==> config.mk <==
export PLATFORM = sky130hd
export DESIGN_NAME = atm_flat
export DESIGN_NICKNAME = d
export VERILOG_FILES = /design/src/rtl/atm_pkg.sv /design/src/rtl/atm_if.sv /design/src/rtl/atm_account_table.sv /design/src/rtl/atm.sv /design/src/flat_wrapper.sv
export SDC_FILE = /design/constraint.sdc
export NUM_CORES = 1
export LEC_CHECK = 0
export BUFFER_PORTS_ARGS = -buffer_cell sky130_fd_sc_hd__buf_2
export CORE_AREA = 2 2 142 179
export DETAILED_ROUTE_END_ITERATION = 12
export DIE_AREA = 0 0 144 181
export PLACE_DENSITY = 0.82
export SLEW_MARGIN = 25
export SYNTH_ARGS = -nofsm -noshare
export SYNTH_HDL_FRONTEND = slang
export SYNTH_SLANG_ARGS = --single-unit
export TNS_END_PERCENT = 30
==> constraint.sdc <==
create_clock -name clk -period 4.7 [get_ports clk]
set_input_delay 0.235 -clock clk [delete_from_list [all_inputs] [get_ports clk]]
set_output_delay 0.235 -clock clk [all_outputs]
set_load 0.005 [all_outputs]
==> src/rtl/atm_pkg.sv <==
`default_nettype none
// ==========================================================================
// atm_pkg : state/opcode/status types and datapath widths for the ATM block
// Rev 1.0
// ==========================================================================
package atm_pkg;

  localparam int ACC_W = 17;
  localparam int PIN_W = 17;
  localparam int AMT_W = 19;

  localparam logic [2:0] OP_BAL  = 3'd0;
  localparam logic [2:0] OP_WDR  = 3'd1;
  localparam logic [2:0] OP_DEP  = 3'd2;
  localparam logic [2:0] OP_XFR  = 3'd3;
  localparam logic [2:0] OP_CPIN = 3'd4;

  typedef enum logic [3:0] {
    ST_IDLE   = 4'd0,
    ST_LANG   = 4'd1,
    ST_PIN    = 4'd2,
    ST_MENU   = 4'd3,
    ST_BAL    = 4'd4,
    ST_WDR    = 4'd5,
    ST_DEP    = 4'd6,
    ST_XFR    = 4'd7,
    ST_CPIN   = 4'd8,
    ST_RCPT   = 4'd9,
    ST_MORE   = 4'd10,
    ST_FINISH = 4'd11
  } state_e;

  typedef struct packed {
    logic xfr;
    logic fin;
    logic bal;
    logic dep;
    logic wdr;
    logic pin;
    logic rcpt;
  } status_t;

  // Carry-out sum: bit AMT_W set means the result does not fit a balance
  function automatic logic [AMT_W:0] wide_add(input logic [AMT_W-1:0] a,
                                              input logic [AMT_W-1:0] b);
    return {1'b0, a} + {1'b0, b};
  endfunction

endpackage
`default_nettype wire

==> src/rtl/atm_if.sv <==
`default_nettype none
// ==========================================================================
// atm_if : front-panel operands in, one-cycle status pulses out
// Rev 1.0
// ==========================================================================
interface atm_if;
  import atm_pkg::*;

  logic             Card_in;
  logic             Language;
  logic             Timer;
  logic             money_counting;
  logic             another_transaction_bit;
  logic [2:0]       opcode;
  logic [PIN_W-1:0] password;
  logic [PIN_W-1:0] new_pin;
  logic             allowwithdraw;
  logic             take_receipt;
  logic             allow_transfer;
  logic [ACC_W-1:0] Pers_Account_No;
  logic [ACC_W-1:0] ur_account;
  logic [AMT_W-1:0] withdraw_amount;
  logic [AMT_W-1:0] Transfer_Amount;
  logic [AMT_W-1:0] deposit_amount;

  logic Transfer_Successfully;
  logic ATM_Usage_Finished;
  logic Balance_Shown;
  logic Deposited_Successfully;
  logic Withdrew_Successfully;
  logic Pin_Changed_Successfully;
  logic Receipt_Printed;

  modport master (
    output Card_in, Language, Timer, money_counting, another_transaction_bit,
           opcode, password, new_pin, allowwithdraw, take_receipt, allow_transfer,
           Pers_Account_No, ur_account, withdraw_amount, Transfer_Amount, deposit_amount,
    input  Transfer_Successfully, ATM_Usage_Finished, Balance_Shown,
           Deposited_Successfully, Withdrew_Successfully, Pin_Changed_Successfully,
           Receipt_Printed
  );

  modport slave (
    input  Card_in, Language, Timer, money_counting, another_transaction_bit,
           opcode, password, new_pin, allowwithdraw, take_receipt, allow_transfer,
           Pers_Account_No, ur_account, withdraw_amount, Transfer_Amount, deposit_amount,
    output Transfer_Successfully, ATM_Usage_Finished, Balance_Shown,
           Deposited_Successfully, Withdrew_Successfully, Pin_Changed_Successfully,
           Receipt_Printed
  );

endinterface
`default_nettype wire

==> src/rtl/atm_account_table.sv <==
`default_nettype none
// ==========================================================================
// atm_account_table : account register file, two number lookups, pair write
// Rev 1.0
// ==========================================================================
module atm_account_table
  import atm_pkg::*;
#(
  parameter int               NUM_ACCOUNTS = 4,
  parameter logic [ACC_W-1:0] ACC_BASE     = 17'd1000,
  parameter logic [PIN_W-1:0] PIN_BASE     = 17'd1234,
  parameter logic [AMT_W-1:0] INIT_BALANCE = 19'd50000,
  parameter int               IDX_W        = $clog2(NUM_ACCOUNTS)
) (
  input  logic             clk,
  input  logic             reset,
  // lookup A: session account number
  input  logic [ACC_W-1:0] lka_num_i,
  output logic             lka_hit_o,
  output logic [IDX_W-1:0] lka_idx_o,
  output logic [PIN_W-1:0] lka_pin_o,
  // lookup B: transfer destination
  input  logic [ACC_W-1:0] lkb_num_i,
  output logic             lkb_hit_o,
  output logic [IDX_W-1:0] lkb_idx_o,
  output logic [AMT_W-1:0] lkb_bal_o,
  // latched source entry
  input  logic [IDX_W-1:0] src_idx_i,
  output logic [AMT_W-1:0] src_bal_o,
  output logic [PIN_W-1:0] src_pin_o,
  // writes
  input  logic             bal_we_a_i,
  input  logic [IDX_W-1:0] bal_idx_a_i,
  input  logic [AMT_W-1:0] bal_a_i,
  input  logic             bal_we_b_i,
  input  logic [IDX_W-1:0] bal_idx_b_i,
  input  logic [AMT_W-1:0] bal_b_i,
  input  logic             pin_we_i,
  input  logic [IDX_W-1:0] pin_idx_i,
  input  logic [PIN_W-1:0] pin_i
);

  logic [AMT_W-1:0] bal_q [NUM_ACCOUNTS];
  logic [PIN_W-1:0] pin_q [NUM_ACCOUNTS];

  // Account numbers are fixed, so a lookup is a compare against each constant
  always_comb begin : p_lookup
    lka_hit_o = 1'b0;
    lka_idx_o = '0;
    lkb_hit_o = 1'b0;
    lkb_idx_o = '0;
    for (int i = 0; i < NUM_ACCOUNTS; i++) begin
      if (lka_num_i == (ACC_BASE + ACC_W'(i))) begin
        lka_hit_o = 1'b1;
        lka_idx_o = IDX_W'(i);
      end
      if (lkb_num_i == (ACC_BASE + ACC_W'(i))) begin
        lkb_hit_o = 1'b1;
        lkb_idx_o = IDX_W'(i);
      end
    end
  end

  assign lka_pin_o = pin_q[lka_idx_o];
  assign lkb_bal_o = bal_q[lkb_idx_o];
  assign src_bal_o = bal_q[src_idx_i];
  assign src_pin_o = pin_q[src_idx_i];

  always_ff @(posedge clk or posedge reset) begin : p_table
    if (reset) begin
      for (int i = 0; i < NUM_ACCOUNTS; i++) begin
        bal_q[i] <= INIT_BALANCE;
        pin_q[i] <= PIN_BASE + PIN_W'(i);
      end
    end else begin
      if (bal_we_a_i) bal_q[bal_idx_a_i] <= bal_a_i;
      if (bal_we_b_i) bal_q[bal_idx_b_i] <= bal_b_i;
      if (pin_we_i)   pin_q[pin_idx_i]   <= pin_i;
    end
  end

endmodule
`default_nettype wire

==> src/rtl/atm.sv <==
`default_nettype none
// ==========================================================================
// atm : card-session controller (login, menu, receipt); ATM_DAILY_LIMIT_EN
//       adds a per-session withdraw cap.  Rev 1.0
// ==========================================================================
module atm
  import atm_pkg::*;
#(
  parameter int               NUM_ACCOUNTS  = 4,
  parameter logic [ACC_W-1:0] ACC_BASE      = 17'd1000,
  parameter logic [PIN_W-1:0] PIN_BASE      = 17'd1234,
  parameter logic [AMT_W-1:0] INIT_BALANCE  = 19'd50000,
  parameter int               MAX_PIN_TRIES = 3
`ifdef ATM_DAILY_LIMIT_EN
  ,
  parameter logic [AMT_W-1:0] DAILY_LIMIT   = 19'd20000
`endif
) (
  input  logic clk,
  input  logic reset,
  atm_if.slave bus
);

  localparam int               IDX_W    = $clog2(NUM_ACCOUNTS);
  localparam int               TRY_W    = $clog2(MAX_PIN_TRIES + 1);
  localparam logic [TRY_W-1:0] TRY_LAST = TRY_W'(MAX_PIN_TRIES - 1);

  state_e           state_q, state_d;
  logic             card_q;
  logic             lang_q, lang_d;
  logic [TRY_W-1:0] tries_q, tries_d;
  logic [IDX_W-1:0] src_q, src_d;
  status_t          status_q, status_d;

  logic             w_a_hit, w_b_hit;
  logic [IDX_W-1:0] w_a_idx, w_b_idx;
  logic [PIN_W-1:0] w_a_pin, w_src_pin;
  logic [AMT_W-1:0] w_b_bal, w_src_bal;
  logic             w_bal_we_a, w_bal_we_b, w_pin_we;
  logic [AMT_W-1:0] w_bal_a, w_bal_b;

  logic             w_abort, w_pin_ok, w_limit_ok;
  logic             w_wdr_ok, w_dep_ok, w_xfr_ok, w_cpin_ok;
  logic [AMT_W:0]   w_dep_sum, w_xfr_sum;
  logic             w_unused_lang;

  atm_account_table #(
    .NUM_ACCOUNTS (NUM_ACCOUNTS),
    .ACC_BASE     (ACC_BASE),
    .PIN_BASE     (PIN_BASE),
    .INIT_BALANCE (INIT_BALANCE),
    .IDX_W        (IDX_W)
  ) u_table (
    .clk         (clk),
    .reset       (reset),
    .lka_num_i   (bus.Pers_Account_No),
    .lka_hit_o   (w_a_hit),
    .lka_idx_o   (w_a_idx),
    .lka_pin_o   (w_a_pin),
    .lkb_num_i   (bus.ur_account),
    .lkb_hit_o   (w_b_hit),
    .lkb_idx_o   (w_b_idx),
    .lkb_bal_o   (w_b_bal),
    .src_idx_i   (src_q),
    .src_bal_o   (w_src_bal),
    .src_pin_o   (w_src_pin),
    .bal_we_a_i  (w_bal_we_a),
    .bal_idx_a_i (src_q),
    .bal_a_i     (w_bal_a),
    .bal_we_b_i  (w_bal_we_b),
    .bal_idx_b_i (w_b_idx),
    .bal_b_i     (w_bal_b),
    .pin_we_i    (w_pin_we),
    .pin_idx_i   (src_q),
    .pin_i       (bus.new_pin)
  );

  // Card removal or timeout ends any live session and suppresses its commit
  assign w_abort = (state_q != ST_IDLE) && (state_q != ST_FINISH) &&
                   (bus.Timer || !bus.Card_in);

  assign w_pin_ok  = w_a_hit && (bus.password == w_a_pin);
  assign w_dep_sum = wide_add(w_src_bal, bus.deposit_amount);
  assign w_xfr_sum = wide_add(w_b_bal, bus.Transfer_Amount);

  assign w_wdr_ok  = bus.allowwithdraw && (bus.withdraw_amount != '0) &&
                     (bus.withdraw_amount <= w_src_bal) && w_limit_ok;
  assign w_dep_ok  = (bus.deposit_amount != '0) && !w_dep_sum[AMT_W];
  assign w_xfr_ok  = bus.allow_transfer && w_b_hit && (w_b_idx != src_q) &&
                     (bus.Transfer_Amount != '0) &&
                     (bus.Transfer_Amount <= w_src_bal) && !w_xfr_sum[AMT_W];
  assign w_cpin_ok = (bus.new_pin != '0) && (bus.new_pin != w_src_pin);

  // Language is held for the front panel only; nothing here depends on it
  assign w_unused_lang = lang_q;

`ifdef ATM_DAILY_LIMIT_EN
  logic [AMT_W-1:0] total_q, total_d;
  logic [AMT_W:0]   w_total_sum;

  assign w_total_sum = wide_add(total_q, bus.withdraw_amount);
  assign w_limit_ok  = (w_total_sum <= {1'b0, DAILY_LIMIT});

  always_comb begin : p_total
    total_d = total_q;
    if (state_q == ST_IDLE) begin
      total_d = '0;
    end else if ((state_q == ST_WDR) && !w_abort && w_wdr_ok) begin
      total_d = w_total_sum[AMT_W-1:0];
    end
  end

  always_ff @(posedge clk or posedge reset) begin : p_total_reg
    if (reset) total_q <= '0;
    else       total_q <= total_d;
  end
`else
  assign w_limit_ok = 1'b1;
`endif

  always_ff @(posedge clk or posedge reset) begin : p_state
    if (reset) begin
      state_q  <= ST_IDLE;
      card_q   <= 1'b0;
      lang_q   <= 1'b0;
      tries_q  <= '0;
      src_q    <= '0;
      status_q <= '0;
    end else begin
      state_q  <= state_d;
      card_q   <= bus.Card_in;
      lang_q   <= lang_d;
      tries_q  <= tries_d;
      src_q    <= src_d;
      status_q <= status_d;
    end
  end

  always_comb begin : p_next
    state_d = state_q;
    if (w_abort) begin
      state_d = ST_FINISH;
    end else begin
      case (state_q)
        ST_IDLE:   if (bus.Card_in && !card_q) state_d = ST_LANG;
        ST_LANG:   state_d = ST_PIN;
        ST_PIN: begin
          if (w_pin_ok)                state_d = ST_MENU;
          else if (tries_q == TRY_LAST) state_d = ST_FINISH;
        end
        ST_MENU: begin
          case (bus.opcode)
            OP_BAL:  state_d = ST_BAL;
            OP_WDR:  state_d = ST_WDR;
            OP_DEP:  state_d = ST_DEP;
            OP_XFR:  state_d = ST_XFR;
            OP_CPIN: state_d = ST_CPIN;
            default: state_d = ST_MENU;
          endcase
        end
        ST_BAL, ST_WDR, ST_XFR, ST_CPIN: state_d = ST_RCPT;
        ST_DEP:    if (!bus.money_counting) state_d = ST_RCPT;
        ST_RCPT:   state_d = ST_MORE;
        ST_MORE:   state_d = bus.another_transaction_bit ? ST_MENU : ST_FINISH;
        ST_FINISH: state_d = ST_IDLE;
        default:   state_d = ST_IDLE;
      endcase
    end
  end

  always_comb begin : p_out
    status_d   = '0;
    tries_d    = tries_q;
    src_d      = src_q;
    lang_d     = lang_q;
    w_bal_we_a = 1'b0;
    w_bal_a    = '0;
    w_bal_we_b = 1'b0;
    w_bal_b    = '0;
    w_pin_we   = 1'b0;
    if (!w_abort) begin
      case (state_q)
        ST_IDLE: tries_d = '0;
        ST_LANG: lang_d  = bus.Language;
        ST_PIN: begin
          if (w_pin_ok) begin
            tries_d = '0;
            src_d   = w_a_idx;
          end else begin
            tries_d = tries_q + TRY_W'(1);
          end
        end
        ST_BAL: status_d.bal = 1'b1;
        ST_WDR: begin
          if (w_wdr_ok) begin
            w_bal_we_a   = 1'b1;
            w_bal_a      = w_src_bal - bus.withdraw_amount;
            status_d.wdr = 1'b1;
          end
        end
        ST_DEP: begin
          if (!bus.money_counting && w_dep_ok) begin
            w_bal_we_a   = 1'b1;
            w_bal_a      = w_dep_sum[AMT_W-1:0];
            status_d.dep = 1'b1;
          end
        end
        ST_XFR: begin
          if (w_xfr_ok) begin
            w_bal_we_a   = 1'b1;
            w_bal_a      = w_src_bal - bus.Transfer_Amount;
            w_bal_we_b   = 1'b1;
            w_bal_b      = w_xfr_sum[AMT_W-1:0];
            status_d.xfr = 1'b1;
          end
        end
        ST_CPIN: begin
          if (w_cpin_ok) begin
            w_pin_we     = 1'b1;
            status_d.pin = 1'b1;
          end
        end
        ST_RCPT:   status_d.rcpt = bus.take_receipt;
        ST_FINISH: status_d.fin  = 1'b1;
        default: ;
      endcase
    end
  end

  assign bus.Transfer_Successfully    = status_q.xfr;
  assign bus.ATM_Usage_Finished       = status_q.fin;
  assign bus.Balance_Shown            = status_q.bal;
  assign bus.Deposited_Successfully   = status_q.dep;
  assign bus.Withdrew_Successfully    = status_q.wdr;
  assign bus.Pin_Changed_Successfully = status_q.pin;
  assign bus.Receipt_Printed          = status_q.rcpt;

endmodule
`default_nettype wire

==> src/flat_wrapper.sv <==
// flat-port wrapper written by rule: the top's interface ports become plain ports
module atm_flat import atm_pkg::*;
#(
  parameter int               NUM_ACCOUNTS  = 4,
  parameter logic [ACC_W-1:0] ACC_BASE      = 17'd1000,
  parameter logic [PIN_W-1:0] PIN_BASE      = 17'd1234,
  parameter logic [AMT_W-1:0] INIT_BALANCE  = 19'd50000,
  parameter int               MAX_PIN_TRIES = 3

)
  (clk, reset, bus_Card_in, bus_Language, bus_Timer, bus_money_counting, bus_another_transaction_bit, bus_opcode, bus_password, bus_new_pin, bus_allowwithdraw, bus_take_receipt, bus_allow_transfer, bus_Pers_Account_No, bus_ur_account, bus_withdraw_amount, bus_Transfer_Amount, bus_deposit_amount, bus_Transfer_Successfully, bus_ATM_Usage_Finished, bus_Balance_Shown, bus_Deposited_Successfully, bus_Withdrew_Successfully, bus_Pin_Changed_Successfully, bus_Receipt_Printed);
  atm_if bus_i ();
  input  logic clk;
  input  logic reset;
  input wire logic [$bits(bus_i.Card_in)-1:0] bus_Card_in;
  input wire logic [$bits(bus_i.Language)-1:0] bus_Language;
  input wire logic [$bits(bus_i.Timer)-1:0] bus_Timer;
  input wire logic [$bits(bus_i.money_counting)-1:0] bus_money_counting;
  input wire logic [$bits(bus_i.another_transaction_bit)-1:0] bus_another_transaction_bit;
  input wire logic [$bits(bus_i.opcode)-1:0] bus_opcode;
  input wire logic [$bits(bus_i.password)-1:0] bus_password;
  input wire logic [$bits(bus_i.new_pin)-1:0] bus_new_pin;
  input wire logic [$bits(bus_i.allowwithdraw)-1:0] bus_allowwithdraw;
  input wire logic [$bits(bus_i.take_receipt)-1:0] bus_take_receipt;
  input wire logic [$bits(bus_i.allow_transfer)-1:0] bus_allow_transfer;
  input wire logic [$bits(bus_i.Pers_Account_No)-1:0] bus_Pers_Account_No;
  input wire logic [$bits(bus_i.ur_account)-1:0] bus_ur_account;
  input wire logic [$bits(bus_i.withdraw_amount)-1:0] bus_withdraw_amount;
  input wire logic [$bits(bus_i.Transfer_Amount)-1:0] bus_Transfer_Amount;
  input wire logic [$bits(bus_i.deposit_amount)-1:0] bus_deposit_amount;
  output wire logic [$bits(bus_i.Transfer_Successfully)-1:0] bus_Transfer_Successfully;
  output wire logic [$bits(bus_i.ATM_Usage_Finished)-1:0] bus_ATM_Usage_Finished;
  output wire logic [$bits(bus_i.Balance_Shown)-1:0] bus_Balance_Shown;
  output wire logic [$bits(bus_i.Deposited_Successfully)-1:0] bus_Deposited_Successfully;
  output wire logic [$bits(bus_i.Withdrew_Successfully)-1:0] bus_Withdrew_Successfully;
  output wire logic [$bits(bus_i.Pin_Changed_Successfully)-1:0] bus_Pin_Changed_Successfully;
  output wire logic [$bits(bus_i.Receipt_Printed)-1:0] bus_Receipt_Printed;
  assign bus_i.Card_in = bus_Card_in;
  assign bus_i.Language = bus_Language;
  assign bus_i.Timer = bus_Timer;
  assign bus_i.money_counting = bus_money_counting;
  assign bus_i.another_transaction_bit = bus_another_transaction_bit;
  assign bus_i.opcode = bus_opcode;
  assign bus_i.password = bus_password;
  assign bus_i.new_pin = bus_new_pin;
  assign bus_i.allowwithdraw = bus_allowwithdraw;
  assign bus_i.take_receipt = bus_take_receipt;
  assign bus_i.allow_transfer = bus_allow_transfer;
  assign bus_i.Pers_Account_No = bus_Pers_Account_No;
  assign bus_i.ur_account = bus_ur_account;
  assign bus_i.withdraw_amount = bus_withdraw_amount;
  assign bus_i.Transfer_Amount = bus_Transfer_Amount;
  assign bus_i.deposit_amount = bus_deposit_amount;
  assign bus_Transfer_Successfully = bus_i.Transfer_Successfully;
  assign bus_ATM_Usage_Finished = bus_i.ATM_Usage_Finished;
  assign bus_Balance_Shown = bus_i.Balance_Shown;
  assign bus_Deposited_Successfully = bus_i.Deposited_Successfully;
  assign bus_Withdrew_Successfully = bus_i.Withdrew_Successfully;
  assign bus_Pin_Changed_Successfully = bus_i.Pin_Changed_Successfully;
  assign bus_Receipt_Printed = bus_i.Receipt_Printed;
  atm #(.NUM_ACCOUNTS(NUM_ACCOUNTS), .ACC_BASE(ACC_BASE), .PIN_BASE(PIN_BASE), .INIT_BALANCE(INIT_BALANCE), .MAX_PIN_TRIES(MAX_PIN_TRIES)) u_core (.clk(clk), .reset(reset), .bus(bus_i));
endmodule
[Word-level counts from Yosys, hierarchy flattened]
Index checks and enable logic that the tools add are counted.
W data, S select, Z words.
Storage, ports and cells
  register bits: 160
  memory bits (writable): 0
  memories: 0
  input port bits: 138
  bits in latches: 0
  ROM bits: 0
Cells by class
  shift operators: 0
  divide/modulo/power cells: 0
  multipliers: 0
  multiplexer cells: 71
  reductions and logical operators: 34
  add/sub/neg operators: 5
  eq/ne operators: 31
  order comparisons: 7
  bitwise operators: 4
Operator list (count)
  $mux W19: 13
  $bwmux W76: 2
  $mux W76: 2
  $eq A17 B10 Y1 const B: 8
  $mux W17: 5
  $bmux W19 S2: 2
  $demux W19 S2: 2
  $bmux W17 S2: 2
  $bwmux W68: 1
  $pmux W19 S3: 1
  $reduce_bool A19 Y1: 3
  $add A19 B19 Y20: 2
  $le A19 B19 Y1: 2
  $sub A19 B19 Y19: 2
  $demux W17 S2: 1
  $pmux W4 S8: 1
  $mux W1: 24
  $mux W4: 6
  $pmux W4 S5: 1
  $eq A17 B17 Y1: 1
  $ne A17 B17 Y1: 1
  $reduce_bool A17 Y1: 1
  $eq A4 B3 Y1 const B: 4
  $eq A4 B4 Y1 const B: 4
  other kinds (30): 61

[Depth between registers and ports, before layout]
  word-level depth: 18
  depth in mapped cells: 22
  depth with buffers taken out: 20

[By module]
A second synthesis with hierarchy kept.
Unflattened totals
  cells, all modules: 1434
  area total of the unflattened synthesis: 13914.6 µm²
Modules (own cells, without submodules)
  atm_account_table: seq. area each 3661.0 µm², area each 8465.6 µm², cells each 695, instances 1
  atm: seq. area each 400.4 µm², area each 5449.0 µm², cells each 739, instances 1

[Worst setup path before layout]
Ideal clock, no wire load.
  path type: register -> register
  start: reg u_core.src_q[0]
  end: reg u_core.u_table.bal_q[51] (netlist bit)
  path buffers: 7
  required time: 4.563 ns
  library setup time: 0.137 ns
  stages on the path, launching flop included: 20
  slack: -0.313 ns
  arrival: 4.876 ns
  cells stage by stage: dfrtp_1 buf_2 buf_2 buf_2 buf_1 mux4_2 ha_1 a211oi_1 o21ai_0 a31o_2 a31o_2 a21o_1 a41o_1 clkbuf_1 a31oi_1 nor2b_1 buf_2 buf_2 nand2_1 o211ai_1
Between the ends
  word-level cells in the longest chain between the ends: 15
  elaborated cells on any way between the ends: 42
Ends and longest elaborated chain
  start: declaration: line atm.sv:32  | logic [IDX_W-1:0] src_q, src_d;
  start signal: assignment: line atm.sv:134  | src_q <= src_d;
  $not A2 Y3 (implied by the code): line atm_account_table.sv:66, atm_account_table.sv:76
  $bmux W19 S2: line atm_account_table.sv:66  | assign src_bal_o = bal_q[src_idx_i];
  $mux W19 (implied by the code) (2 in series): line atm_account_table.sv:66
  $add A19 B19 Y20: line atm_pkg.sv:46  | return {1'b0, a} + {1'b0, b};
  $logic_not A1 Y1: line atm.sv:88  | assign w_dep_ok = (bus.deposit_amount != '0) && !w_dep_sum[AMT_W];
  $logic_and A1 B1 Y1: line atm.sv:88
  $logic_and A1 B1 Y1: line atm.sv:202  | if (!bus.money_counting && w_dep_ok) begin
  $mux W19: line atm.sv:202
  $pmux W19 S3: line atm.sv:182  | case (state_q)
  $mux W19: line atm.sv:181  | if (!w_abort) begin
  $bwmux W76: line atm_account_table.sv:76  | if (bal_we_a_i) bal_q[bal_idx_a_i] <= bal_a_i;
  $mux W76: line atm_account_table.sv:76
  $bwmux W76: line atm_account_table.sv:77  | if (bal_we_b_i) bal_q[bal_idx_b_i] <= bal_b_i;
  $mux W76 (*): line atm_account_table.sv:77
  end signal: indexed assignment: line atm_account_table.sv:76
  end signal: indexed assignment: line atm_account_table.sv:77
  end: declaration: line atm_account_table.sv:43  | logic [AMT_W-1:0] bal_q [NUM_ACCOUNTS];
Mark *: on every way between the ends. The rest lies on a longest branch, timed or not. The select of a mux whose other input is x is not followed.
A chain may end at the register's enable or synchronous reset.

[Final worst setup path]
  start: reg u_core.src_q[0]
  end: reg u_core.u_table.bal_q[55] (netlist bit)
Same word-level chain as after synthesis.

==> metrics <==
post-synthesis sequential area ratio=30.7%; dpl cells=1930; crit-path max cell delay=630 ps; Cell Count, Final, Fillers Out=1966; MaxCap Viol Count=0; initial core utilization=54.4%; antenna viol nets, final=0; DRT Pass-1 Iters=7; Final Worst Setup Slack=137 ps; layout cells sized above 1=26.6%; total power=3.87 mW; Max Freq=219 MHz; max_slew headroom=32.8%; DR iter-0 viols=1132; Max clock buf depth=2; Post-synth EDFFs=0; Post-Synthesis Net Count=1670; Min Hold Slack=~45 ps; Clock Sinks=160; Pwr Density=253 nW/µm²; status=complete, no violations; post-detail-place hpwl=33.0 mm; Worst setup EP type=flip-flop; Synth Flop Type=dfrtp_1; Worst Setup Slack post-DPL=-117 ps; Cell Area, Synth=13200 µm²; total CTS buffers=17; Routed WL per cell=22.1 µm; Layout fillers=2050; Final Max Slew Viols=0; fin crit share=97.1%; # IOs=145; Core Rows=64; pin count of the biggest net entering global routing=83; skew final=13.8 ps; Mean Syn Cell Area=around 9 µm²; area grow syn2layout=15.7%; Yosys reg bits=between 150 and 200; final hold vios=0; critical path data required time=5020 ps; gr usage total=around 34%; grt ovf=0; first-pass GRT wire length=roughly 67 mm; Cell Chain, Critical Path=mux4_2, ha_1, o21a_1, o31a_1, o21ai_1, o31ai_1, a221o_1, a41oi_2, buf_4, a31oi_2, buf_4, inv_1, o21ai_0, o21ai_0; Worst Tran Pin Value=1010 ps; critical path arrival=4880 ps; GP Congestion=1.01; critical path fanouts, max=9; DRC errors left=0; Setup TNS=0 ps; CP Launch Type=flip-flop; Multi-input gate area=8640 µm²; RSZ-0062 raised after global routing=yes; CTS tree=yes; critical path type=reg -> reg; WP buf/inv=3; leak pwr=6.91 nW; CP delay by family, top=compound AO/OA/AOI/OAI gates; port bufs=roughly 140; fin nets=roughly 1.8k; initial antenna violation count=0; worst reg2reg setup slack=140 ps; post-synthesis cell count=1451; vias per cell=6.57; setup violators final=0; Seq. cell area=about 4100 µm²; Core ar.=roughly 24000 µm²; clk slew on worst S/H paths=80 ps; root buffer cell=clkbuf_16; DIE AREA=26100 µm²; Post-Route WL=43.5 mm; min Tclk post-route=4560 ps; H-tree Lvls=4; CP max-delay cell=mux4_2; worst min-delay path category=in -> reg; clock latency on the worst-skew pair=440 ps; maximum vdd drop=0.000216 V; via count=approximately 13k; Synth warnings=0; Unique masters post-synth=80; vias in the first global route=12.7k; post-CTS setup buffers=0; asr flop ratio synth=100%; Die Y=181 µm; Die X=roughly 140 µm
cells in the mapped netlist, drive strengths merged (45+ instances only):
cell    instances  area share (%)
a21oi          69             2.6
clkbuf         45             1.3
dfrtp         114              22
dfstp          46             9.1
ha             77             7.3
inv            70             2.0
mux2           72             6.1
nand2         162             4.6
nor2           87             2.6
o211ai         60             3.4
o21ai          81             3.1
o22ai          57             2.7
xnor2          50             3.3
power by group:
part           internal, mW  leakage (nW)  switching, mW
Combinational         0.401          4.59          0.492
Sequential             1.48          2.04         0.0966
Clock                 0.714         0.290          0.686
logic make-up (layout without fill, tap and decap cells):
family          Yosys count  after routing  share of synthesized area, %
compound gates          423            423                          21.3
other cells               0              2                             0
simple gates            435            435                          16.3
xor+xnor                 87             87                          5.77
fa+ha+maj                81             81                          7.90
mux                     129            129                          13.9
flops                   160            160                          30.7
buf+inv                 136            319                          4.09
path summary, 6_finish.rpt:
kind                              startpoint                    endpoint  depth (start not counted)
min reg2reg                u_core.tries_q[1]           u_core.tries_q[1]                          2
max reg2reg                  u_core.src_q[0]    u_core.u_table.bal_q[55]                         14
max in group asynchronous              reset    u_core.u_table.bal_q[66]                          4
min in group asynchronous              reset    u_core.u_table.pin_q[64]                          3
min                         bus_take_receipt  u_core.bus.Receipt_Printed                          3
max                          u_core.src_q[0]    u_core.u_table.bal_q[55]                         14
timing repair:
item                       4_1_cts  5_1_grt
resized for setup                0        5
setup endpoints to repair        0       26
hold endpoints to repair        59        0
hold buffers                     2        0
metrics by stage:
stage	util [%]	area, µm²
global placement	60.4	14600
CTS	62.9	15300
finish	63.0	15300
floorplan	-	13200
detailed placement	60.4	14600
global route	63.0	15300
registers in the layout, summed over array words and instances, names as in the netlist:
| name | flops |
|---|---|
| u_core.bus.ATM_Usage_Finished | 1 |
| u_core.bus.Balance_Shown | 1 |
| u_core.bus.Deposited_Successfully | 1 |
| u_core.bus.Pin_Changed_Successfully | 1 |
| u_core.bus.Receipt_Printed | 1 |
| u_core.bus.Transfer_Successfully | 1 |
| u_core.bus.Withdrew_Successfully | 1 |
| u_core.card_q | 1 |
| u_core.src_q | 2 |
| u_core.state_q | 4 |
| u_core.tries_q | 2 |
| u_core.u_table.bal_q | 76 |
| u_core.u_table.pin_q | 68 |
routing by layer:
metal  part of all wire, %  track usage [%]  vias to the layer above
li1                      -                -                     5826
met1                    36             38.6                     6090
met2                    47             54.3                      768
met3                   8.4             6.33                      226
met4                   8.9             25.8                        0
met5                     0                0                        -
placed cells by master (no fill, tap or decap), drive strengths merged, types with 27 or more instances in the layout:
cell	count
a21o	34
a21oi	69
buf	215
dfrtp	114
dfstp	46
ha	77
inv	77
mux2	72
mux4	36
nand2	162
nor2	87
nor3	37
nor4	27
o211ai	60
o21ai	81
o22ai	57
xnor2	50
xor2	37
worst min-delay path, stage by stage:
cell and delay, ps:
buf_2 120, nand2_1 60, nor3_1 40
layout make-up:
cell class | count | share of cell area [%]
diodes | 2 | 0.0327
multi-input cells | 1155 | 56.5
flip-flops and latches | 160 | 26.6
well taps | 330 | 2.70
inverters | 70 | 1.75
clock inverters | 15 | 1.09
repair buffers | 217 | 8.51
clock buffers | 17 | 2.78
Power figures use the tool's default switching activity.
